$ cat src/rtl/codemem_loader.sv
// codemem_loader: packs a byte stream into 16-bit words and writes them to code memory from address 0,
// holding the CPU off while loading.
module codemem_loader #(
  parameter int ADDR_W = 6,
  parameter int WORD_W = 16
) (
  input  logic              clock,
  input  logic              reset,
  input  logic              start,
  input  logic              abort,
  input  logic [ADDR_W:0]   word_count,
  input  logic              byte_valid,
  input  logic [7:0]        byte_data,
  output logic              byte_ready,
  input  logic              run_req,
  output logic              c1,
  output logic [ADDR_W-1:0] write_select,
  output logic [WORD_W-1:0] inp,
  output logic              mem_run,
  output logic              busy,
  output logic              done,
  output logic              error
);
  typedef enum logic [2:0] {IDLE, LOAD_HI, LOAD_LO, WRITE, DONE} state_t;
  localparam logic [ADDR_W:0] MAX = (ADDR_W+1)'(2**ADDR_W);
  state_t            state;
  logic [ADDR_W:0]   count;
  logic [ADDR_W-1:0] addr;
  logic [7:0]        hi;
  logic              legal, last;
  assign legal = (word_count != '0) && (word_count <= MAX);
  assign last = {1'b0, addr} == count - 1'b1;
  assign mem_run = !reset && ((state == WRITE) || ((state == IDLE || state == DONE) && run_req));
  always_ff @(posedge clock or posedge reset) begin
    if (reset) begin
      state <= IDLE;
      count <= '0;
      addr <= '0;
      hi <= '0;
      c1 <= 1'b0;
      write_select <= '0;
      inp <= '0;
      byte_ready <= 1'b0;
      busy <= 1'b0;
      done <= 1'b0;
      error <= 1'b0;
    end else if (abort && busy) begin
      state <= IDLE;
      c1 <= 1'b0;
      done <= 1'b0;
      busy <= 1'b0;
      byte_ready <= 1'b0;
    end else begin
      case (state)
        IDLE, DONE: if (start && !abort) begin
          done <= 1'b0;
          if (legal) begin
            count <= word_count;
            addr <= '0;
            error <= 1'b0;
            state <= LOAD_HI;
            busy <= 1'b1;
            byte_ready <= 1'b1;
          end else begin
            error <= 1'b1;
            state <= IDLE;
          end
        end
        LOAD_HI: if (byte_valid) begin
          hi <= byte_data;
          state <= LOAD_LO;
        end
        LOAD_LO: if (byte_valid) begin
          inp <= {hi, byte_data};
          write_select <= addr;
          c1 <= 1'b1;
          byte_ready <= 1'b0;
          state <= WRITE;
        end
        WRITE: begin
          c1 <= 1'b0;
          if (last) begin
            state <= DONE;
            done <= 1'b1;
            busy <= 1'b0;
          end else begin
            addr <= addr + 1'b1;
            byte_ready <= 1'b1;
            state <= LOAD_HI;
          end
        end
        default: state <= IDLE;
      endcase
    end
  end
endmodule

$ cat config.mk
export PLATFORM = sky130hd
export DESIGN_NAME = codemem_loader
export DESIGN_NICKNAME = d
export VERILOG_FILES = /design/src/rtl/codemem_loader.sv
export SDC_FILE = /design/constraint.sdc
export NUM_CORES = 1
export LEC_CHECK = 0
export ABC_AREA = 1
export BUFFER_PORTS_ARGS = -buffer_cell sky130_fd_sc_hd__buf_2
export CAP_MARGIN = 25
export CORE_ASPECT_RATIO = 0.5
export CORE_UTILIZATION = 46
export CTS_CLUSTER_DIAMETER = 80
export DETAILED_ROUTE_END_ITERATION = 10
export MAX_ROUTING_LAYER = met4
export PLACE_DENSITY = 0.75
export REMOVE_ABC_BUFFERS = 1
export SETUP_SLACK_MARGIN = 0.3
export SLEW_MARGIN = 20
export SYNTH_ARGS = -nofsm -noshare
export SYNTH_HDL_FRONTEND = slang
export SYNTH_SLANG_ARGS = --single-unit
$ cat constraint.sdc
create_clock -name clock -period 2 [get_ports clock]
set_input_delay 0 -clock clock [delete_from_list [all_inputs] [get_ports clock]]
set_output_delay 0 -clock clock [all_outputs]
set_load 0.01 [all_outputs]
==> summary.md, run 1 <==
| Metric | Value |
|---|---|
| Initial core utilization | 49.26% |
| DRC viols | 0 |
| Switching Fraction | 40.92% |
| Slew Viols, Final | 0 |
| Most common cell after layout, fill and taps aside | nand2_1 |
| Outcome | finished, final reports clean |
| Most frequent cells in the layout | nand2_1 (93), dfrtp_1 (51), buf_2 (48) |
| 1st-iter DRT viols | 134 |
| Io pins | 49 |
| Footprint of the multi-input gates | 0.001126 mm² |
| CP max stage cell | dfrtp_1 |
| P per Cell Area | 1326 mW/mm² |
| Worst Max-Slew Pin Slew | 348.3 ps |
| Dpl cells | 428 |
| Placer congestion estimate | 0.8648 |
| Fin. Hold Viols | 0 |
| Clock buffer depth | 2 |
| Minimum clock period | 1738 ps |
| Crit path required time | 2200 ps |
| Overflow after GRT | 0 |
| Unrepaired setup endpoints after global routing | yes |
| Critical path capture point type | register |
| WL final | 5794 µm |
| Worst hold path type | in -> reg |
| Die height | 54.21 µm |
| Main synth FF type | dfrtp_1 |
| Worst VDD drop | 0.0005575 V |
| Placement Cell Area | 0.002880 mm² |
| Non-Filler Instances | 461 |
| Avg Synthesized Cell Area | 8.115 µm² |
| Combinational share of power | 48.2% |
| Hpwl dp | 3882 µm |
| Max_cap viols | 0 |
| CTS buffer count | 5 |
| FFs w/ async S/R, synth | 100.0% |
| #FFs+latches synth | 51 |
| Setup slack at placement | 134.2 ps |
| Row count | 18 |
| CP bufs+invs | 3 |
| Slew margin rel. | 76.78% |
| Syn. warnings | 0 |
| Vias in the first global route | 2007 |
| Worst Skew | 6.149 ps |
| Worst Hold Slack | 86.94 ps |
| Max frequency | 0.5755 GHz |
| Post-synthesis cell area | 0.002507 mm² |
| Setup TNS | 0 ps |
| Pleak | 1.759 nW |
| Nets | 414 |
| Period utilization | 86.89% |
| Crit Path Max Fanout | 5 |
| Slowest stage delay, CP | 380 ps |
| Number of vias per cell | 4.963 |
| Die area | 0.005768 mm² |
| WL/cell | 12.57 µm |
| Ant. Diodes | 0 |
| Worst Setup Slack, final | 262.3 ps |
| Final setup fails | 0 |
| First-pass GRT wire length | 8983 µm |
| Gr usage total | 21.17% |
| CTS tree | done |
| Sequential share of power | 38.3% |
| Clock-pin slew on the worst setup and hold paths | 100 ps |
| Synthesis-to-layout area growth | 31.49% |
| Layout Utilization | 64.77% |
| Switching power | 1.789 mW |
| Cell area after layout | 0.003297 mm² |
| Post-Syn Instances | 309 |
| Pwr Total | 4.371 mW |
| Root Buffer | clkbuf_8 |
| Setup Crit Path Kind | reg -> reg |
| CP arrival | 1940 ps |
| Core Footprint | 0.005090 mm² |
| Sequential area share after synthesis | 50.90% |
| Top delay family on crit path | simple AND/OR/NAND/NOR gates |
| Initial antenna violation count | 0 |
| EDFF count, synth | 0 |
| Setup crit start kind | register |
| I/O Buffers | 48 |
| First-pass DRT Iterations | 5 |
| Largest net degree at the start of global routing | 38 |
| Reg area | 0.001276 mm² |
| Filler Cells Inserted | 452 |
| Clock sinks | 51 |
| Clk pwr share | 13.4% |
| Worst skew pair latency | 310 ps |
| Crit path cell chain | inv_2 > ha_4 > inv_2 > nand2_2 > nand2_1 > nor2_1 > nand3_1 > nor2_2 > nand3_1 > nand2_2 > clkbuf_16 > o21ai_2 |
| Post-DRT Antenna Nets | 0 |
| Layout cells sized above 1 | 30.95% |
| Synth cell types | 26 |
| DR vias | 2288 |
| Die width | 106.4 µm |
| H-tree levels | 2 |
| Pint | 2.582 mW |
## worst paths after layout
check                                     start                    to  slack, ps  cells after the start
hold / removal                            abort     error$_DFFE_PP0P_         90                      4
hold reg to reg                done$_DFFE_PP0P_      done$_DFFE_PP0P_        480                      2
setup / recovery           count[0]$_DFFE_PP0P_   addr[4]$_DFFE_PP0P_        260                     12
min in group asynchronous                 reset  count[5]$_DFFE_PP0P_        170                      3
max in group asynchronous                 reset   inp[13]$_DFFE_PP0P_       1240                      4
setup reg to reg           count[0]$_DFFE_PP0P_   addr[4]$_DFFE_PP0P_        260                     12
## cell usage after synthesis (3+ instances only)
cell type / number / area [µm²]
nand3_1: 18 / 90.09
nand4_1: 3 / 18.77
dfrtp_1: 51 / 1276
nand2_2: 6 / 37.54
nor2_2: 4 / 25.02
nand2_1: 101 / 379.1
clkbuf_1: 3 / 11.26
mux2_2: 7 / 78.83
o21ai_2: 5 / 43.79
nor2_1: 18 / 67.56
inv_2: 6 / 22.52
inv_1: 35 / 131.4
o21ai_0: 35 / 175.2
## cells by family (layout without fill, tap and decap cells)
logic type / count (synthesis) / after routing / synth area share (%)
AOI/OAI and AO/OA: 44 / 44 / 9.880
xor gates and xnor gates: 2 / 2 / 0.6987
adders and majority gates: 2 / 2 / 0.9978
buffers and inverters: 47 / 129 / 7.435
DFF: 51 / 51 / 50.90
muxes: 8 / 8 / 3.593
and+or+nand+nor: 155 / 155 / 26.50
## power groups by stage
stage	Sequential [mW]	Combinational, mW	Clock, mW
4_1_cts	1.67	1.93	0.600
2_1_floorplan	1.74	1.07	0
5_1_grt	1.73	2.36	0.652
3_5_place_dp	1.68	1.71	0
6_report	1.68	2.11	0.587
3_3_place_gp	1.66	1.65	0
## state kept, by name (all words and copies together), names as in the netlist
name,count
inp,16
hi,8
count,7
addr,6
write_select,6
state,3
busy,1
byte_ready,1
c1,1
done,1
error,1
## area by class of cell
| type | count | area share [%] |
|---|---|---|
| clock inverters | 2 | 0.4175 |
| inverters | 41 | 4.668 |
| clock buffers | 5 | 2.087 |
| well taps | 70 | 2.657 |
| multi-input cells | 211 | 34.16 |
| repair buffers | 81 | 17.31 |
| flip-flops and latches | 51 | 38.71 |
## tightest hold or removal path: stages
cell and delay, ps:
buf_2 90, nor2_1 50, nand2_1 100, o21ai_0 100
## what timing repair did
action,4_1_cts,5_1_grt
cloned,1,0
buffers inserted,6,3
endpoints found under the hold margin,74,0
resized for setup,9,20
pin swaps,6,10
endpoints found under the setup margin,10,12
hold buffers,16,0
## per-layer routing
metal,vias to the layer above,track usage (%),routed length [µm]
li1,1146,-,-
met1,1051,27.68,2734
met2,89,34.42,2723
met3,2,5.085,320
met4,0,3.881,15
met5,-,-,0
(Power assumes the default switching activity.)
==> run 2, diff against run 1 <==
--- a/config.mk
+++ b/config.mk
@@ -14,8 +14,10 @@
 export DETAILED_ROUTE_END_ITERATION = 10
 export MAX_ROUTING_LAYER = met4
 export PLACE_DENSITY = 0.75
+export RECOVER_POWER = 50
 export REMOVE_ABC_BUFFERS = 1
 export SETUP_SLACK_MARGIN = 0.3
+export SKIP_CTS_REPAIR_TIMING = 1
 export SLEW_MARGIN = 20
 export SYNTH_ARGS = -nofsm -noshare
 export SYNTH_HDL_FRONTEND = slang
==> run 2 against run 1 <==
The run now ends with negative hold slack left. Critical path depth rose by 1. Non-clock buffer count fell by 7. Combinational power fell by 7%. Maximum frequency fell by 1.6%. Hold slack got worse by 95 ps. Sequential cell count did not move. Sequential power barely moved. Count of clock-buffer cells in the layout did not move. Register-to-register slack got worse by 30 ps. Critical path type unchanged. Critical endpoint unchanged. Highest routed layer unchanged.
==> summary.md, run 2 (same netlist as run 1, synthesis figures left out) <==
| Metric | Value |
|---|---|
| Ant. Diodes | 0 |
| Critical path capture point type | register |
| CTS buffer count | 5 |
| First-pass GRT wire length | 8293 µm |
| Setup crit start kind | register |
| Worst Hold Slack | -7.901 ps |
| Worst Setup Slack, final | 234.9 ps |
| CTS tree | done |
| Filler Cells Inserted | 467 |
| WL/cell | 12.41 µm |
| Setup slack at placement | 134.2 ps |
| Worst Max-Slew Pin Slew | 952.1 ps |
| Die height | 54.21 µm |
| Period utilization | 88.25% |
| Root Buffer | clkbuf_8 |
| Gr usage total | 19.47% |
| Failing checks | negative hold slack |
| Core Footprint | 0.005090 mm² |
| R2r setup slk | 230 ps |
| Outcome | finished, violations left |
| Max frequency | 0.5665 GHz |
| Top reg by flops | inp |
| Crit path required time | 2230 ps |
| Worst path most repeated cell | nand2_1 |
| Clock sinks | 51 |
| Fin. Hold Viols | 2 |
| Worst hold path type | in -> reg |
| H-tree levels | 2 |
| Clock buffer depth | 2 |
| Worst VDD drop | 0.0005553 V |
| CP arrival | 2000 ps |
| First-pass DRT Iterations | 4 |
| Row count | 18 |
| Pleak | 1.651 nW |
| Crit Path Max Fanout | 6 |
| P per Cell Area | 1311 mW/mm² |
| Die area | 0.005768 mm² |
| Cell area after layout | 0.003229 mm² |
| CP bufs+invs | 2 |
| I/O Buffers | 48 |
| Slew margin rel. | 36.53% |
| Minimum clock period | 1765 ps |
| Layout Utilization | 63.45% |
| Layout cells sized above 1 | 26.30% |
| Vias in the first global route | 1828 |
| Setup Crit Path Kind | reg -> reg |
| CP max stage cell | dfrtp_1 |
| Nets | 407 |
| Io pins | 49 |
| Initial core utilization | 49.26% |
| Worst skew pair latency | 310 ps |
| Placement Cell Area | 0.002880 mm² |
| Most frequent cells in the layout | nand2_1 (93), dfrtp_1 (50), buf_2 (34) |
| DRC viols | 0 |
| Final setup fails | 0 |
| Slowest stage delay, CP | 400 ps |
| Setup TNS | 0 ps |
| 1st-iter DRT viols | 164 |
| Number of vias per cell | 4.881 |
| Slew Viols, Final | 0 |
| Largest net degree at the start of global routing | 38 |
| Crit path cell chain | inv_2 > ha_4 > nand2_2 > nor2_4 > nand2_1 > nand2_1 > nand2_1 > nor2_4 > nand3_2 > nand2_4 > buf_12 > nand2_2 > o21ai_2 |
| Max_cap viols | 0 |
| Hpwl dp | 3882 µm |
| Max FFs per register | 16 |
| Synthesis-to-layout area growth | 28.79% |
| Initial antenna violation count | 0 |
| Top delay family on crit path | simple AND/OR/NAND/NOR gates |
| Placer congestion estimate | 0.8648 |
| Most common cell after layout, fill and taps aside | nand2_1 |
| Die width | 106.4 µm |
| Worst Skew | 5.090 ps |
| Top flop regs | inp: 16 flops, hi: 8 flops, count: 7 flops |
| Unrepaired setup endpoints after global routing | yes |
| Post-DRT Antenna Nets | 0 |
| Clock-pin slew on the worst setup and hold paths | 100 ps |
| Overflow after GRT | 0 |
| WL final | 5636 µm |
| DR vias | 2216 |
## run 2: cell type report
cell class              instances  area (µm²)  share of cell area (%)
clock buffers                   5       68.82                   2.131
multi-input cells             211        1136                   35.18
inverters                      41       153.9                   4.766
repair buffers                 74       491.7                   15.23
well taps                      70       87.58                   2.712
flip-flops and latches         51        1277                   39.56
clock inverters                 2       13.76                  0.4262
## run 2: final timing paths
kind / from / endpoint / depth (start not counted)
max reg2reg: count[1]$_DFFE_PP0P_ / addr[4]$_DFFE_PP0P_ / 13
min: byte_data[5] / hi[5]$_DFFE_PP0P_ / 3
max in group asynchronous: reset / addr[5]$_DFFE_PP0P_ / 4
max: count[1]$_DFFE_PP0P_ / addr[4]$_DFFE_PP0P_ / 13
min reg2reg: done$_DFFE_PP0P_ / done$_DFFE_PP0P_ / 2
min in group asynchronous: reset / busy$_DFFE_PP0P_ / 3
## run 2: through the flow
step	hold WS, ps	power, mW	cells
3_3_place_gp	-66.16	3.307	428
2_1_floorplan	44.09	2.808	303
4_1_cts	-399.9	3.969	435
6_report	-7.901	4.234	454
3_5_place_dp	-60.45	3.387	428
5_1_grt	2.311	4.607	454
## run 2: worst register-to-register path: cells and delay by family, from the launching register on
family                     cells  cell delay (ps)
adders and majority gates      1              150
AOI/OAI and AO/OA              1               70
and+or+nand+nor                9              830
buffers and inverters          2              220
DFF                            1              400
## run 2: report_power, final
part | total [mW] | internal, mW | switching [mW]
clock | 0.589 | 0.240 | 0.348
combinational | 1.97 | 0.815 | 1.16
sequential | 1.67 | 1.41 | 0.258
total | 4.23 | 2.47 | 1.77
## run 2: per-layer routing
metal / part of all wire (%) / wire (µm) / GRT usage (%) / up-vias
met1: 47 / 2670 / 26.72 / 1021
met5: 0 / 0 / - / -
li1: - / - / - / 1127
met4: 0.90 / 51 / 5.479 / 0
met2: 46 / 2612 / 29.87 / 63
met3: 5.4 / 302 / 3.632 / 5
==> run 3, diff against run 2 <==
==> constraint.sdc (replaced) <==
create_clock -name clock -period 2.25 [get_ports clock]
set_input_delay 0 -clock clock [delete_from_list [all_inputs] [get_ports clock]]
set_output_delay 0 -clock clock [all_outputs]
set_load 0.01 [all_outputs]
==> run 3 against run 2 <==
The flow still finishes with violations (negative hold slack). Hold slack lost 19 ps. Total power shrank 16%. Maximum frequency shrank 0.65%. Clock power shrank 3.7%. Final area shrank 4.1%. Final cell count shrank 0.88%. Highest routed layer unchanged.
==> summary.md, run 3 (same netlist as run 1, synthesis figures left out) <==
| Metric | Value |
|---|---|
| Outcome | finished, violations left |
| Failing checks | negative hold slack |
| Max frequency | 0.5628 GHz |
| Worst path most repeated cell | nand2_1 |
| Post-DRT Antenna Nets | 0 |
| Core Footprint | 0.005090 mm² |
| WL final | 5344 µm |
| Crit path cell chain | inv_2 > ha_1 > nand2_1 > nor2_2 > nand2_1 > nand2_1 > nand2_1 > nor2_4 > nand2_1 > nand2_1 > nand3_1 > nand2_1 > nand2_1 |
| Top reg by flops | inp |
| Overflow after GRT | 0 |
| Clk pwr share | 15.9% |
| Slowest stage delay, CP | 410 ps |
| First-pass GRT wire length | 8293 µm |
| Sequential share of power | 41.4% |
| I/O Buffers | 48 |
| Ant. Diodes | 0 |
| Crit Path Max Fanout | 5 |
| Row count | 18 |
| Root Buffer | clkbuf_8 |
| Final setup fails | 0 |
| WL/cell | 11.88 µm |
| CP bufs+invs | 1 |
| 1st-iter DRT viols | 140 |
| Clock sinks | 51 |
| Max_cap viols | 0 |
| DRC viols | 0 |
| Initial core utilization | 49.26% |
| Gr usage total | 19.11% |
| Nets | 402 |
| Clock buffer depth | 2 |
| Largest net degree at the start of global routing | 31 |
| Hpwl dp | 3873 µm |
| Switching Fraction | 41.79% |
| Pwr Total | 3.575 mW |
| Minimum clock period | 1777 ps |
| Setup crit start kind | register |
| Setup TNS | 0 ps |
| Io pins | 49 |
| Fin. Hold Viols | 2 |
| Worst skew pair latency | 300 ps |
| Most common cell after layout, fill and taps aside | nand2_1 |
| Synthesis-to-layout area growth | 23.45% |
| Worst Hold Slack | -26.44 ps |
| CP Depth | 13 |
| Top delay family on crit path | simple AND/OR/NAND/NOR gates |
| First-pass DRT Iterations | 4 |
| Layout Utilization | 60.82% |
| CTS buffer count | 5 |
| CP max stage cell | dfrtp_1 |
| Top flop regs | inp: 16 flops, hi: 8 flops, count: 7 flops |
| Setup Crit Path Kind | reg -> reg |
| Period utilization | 78.97% |
| Combinational share of power | 42.7% |
| Max FFs per register | 16 |
| Critical path capture point type | register |
| Worst Max-Slew Pin Slew | 1121 ps |
| Layout cells sized above 1 | 19.74% |
| Number of vias per cell | 4.949 |
| Switching power | 1.494 mW |
| P per Cell Area | 1155 mW/mm² |
| Die area | 0.005768 mm² |
| Worst hold path type | in -> reg |
| Hold Path Stages | 3 |
| R2R cell count | 13 |
| CTS tree | done |
| Slew Viols, Final | 0 |
| DR vias | 2227 |
| Initial antenna violation count | 0 |
| Die height | 54.21 µm |
| Pleak | 1.573 nW |
| Crit path required time | 2460 ps |
| Pint | 2.081 mW |
| Die width | 106.4 µm |
| Placer congestion estimate | 0.8851 |
| Unrepaired setup endpoints after global routing | no |
| Worst Skew | 4.139 ps |
| Most frequent cells in the layout | nand2_1 (100), dfrtp_1 (51), o21ai_0 (35) |
| H-tree levels | 2 |
| Vias in the first global route | 1844 |
| Clock-pin slew on the worst setup and hold paths | 100 ps |
| Slew margin rel. | 25.28% |
| CP arrival | 1980 ps |
| Worst VDD drop | 0.0004359 V |
run 3: changes by cell type in the layout (fill, tap and decap cells not counted), moves of 3 or more:
| cell | delta |
|---|---|
| clkbuf_1 | +7 |
| nand2_1 | +7 |
| buf_2 | -6 |
| nand3_2 | -3 |
| nand2_2 | -4 |
run 3: tightest hold or removal path, cell delays in order:
cell     delay, ps
buf_2          100
inv_1           60
o21ai_0         80
run 3: worst paths after layout:
kind,slack (ps),end,startpoint
setup / recovery,470,busy$_DFFE_PP0P_,count[0]$_DFFE_PP0P_
hold / removal,-30,count[6]$_DFFE_PP0P_,word_count[6]
setup reg to reg,470,busy$_DFFE_PP0P_,count[0]$_DFFE_PP0P_
hold reg to reg,480,done$_DFFE_PP0P_,done$_DFFE_PP0P_
max in group asynchronous,560,inp[8]$_DFFE_PP0P_,reset
min in group asynchronous,290,count[4]$_DFFE_PP0P_,reset
run 3: power by group through the flow:
stage	clock network [mW]	logic, mW	registers (mW)
floorplan	0	0.948	1.55
global placement	0	1.42	1.47
detailed placement	0	1.47	1.50
CTS	0.577	1.48	1.48
global route	0.610	1.73	1.53
finish	0.567	1.53	1.48
run 3: layer usage:
metal	part of all wire (%)	track usage, %	vias to the layer above
met4	0.79	5.023	0
met5	0	-	-
met2	45	30.74	58
li1	-	-	1119
met1	50	25.68	1045
met3	4.5	3.027	5
run 3: layout make-up:
type	count	area [µm²]
Fill cell	465	1994
Sequential cell	51	1276
Multi-Input combinational cell	212	1086
Timing Repair Buffer	68	392.9
Inverter	41	153.9
Tap cell	70	87.58
Clock buffer	6	82.58
Clock inverter	2	16.27
run 3: metrics by stage:
step	cell area [µm²]	instances	setup WS [ps]
after detailed placement	2840	426	240.6
after CTS	2939	434	231.7
after global routing	3095	450	243.9
after global placement	2840	426	345.1
after floorplan	2475	303	459.6
final	3095	450	473.3
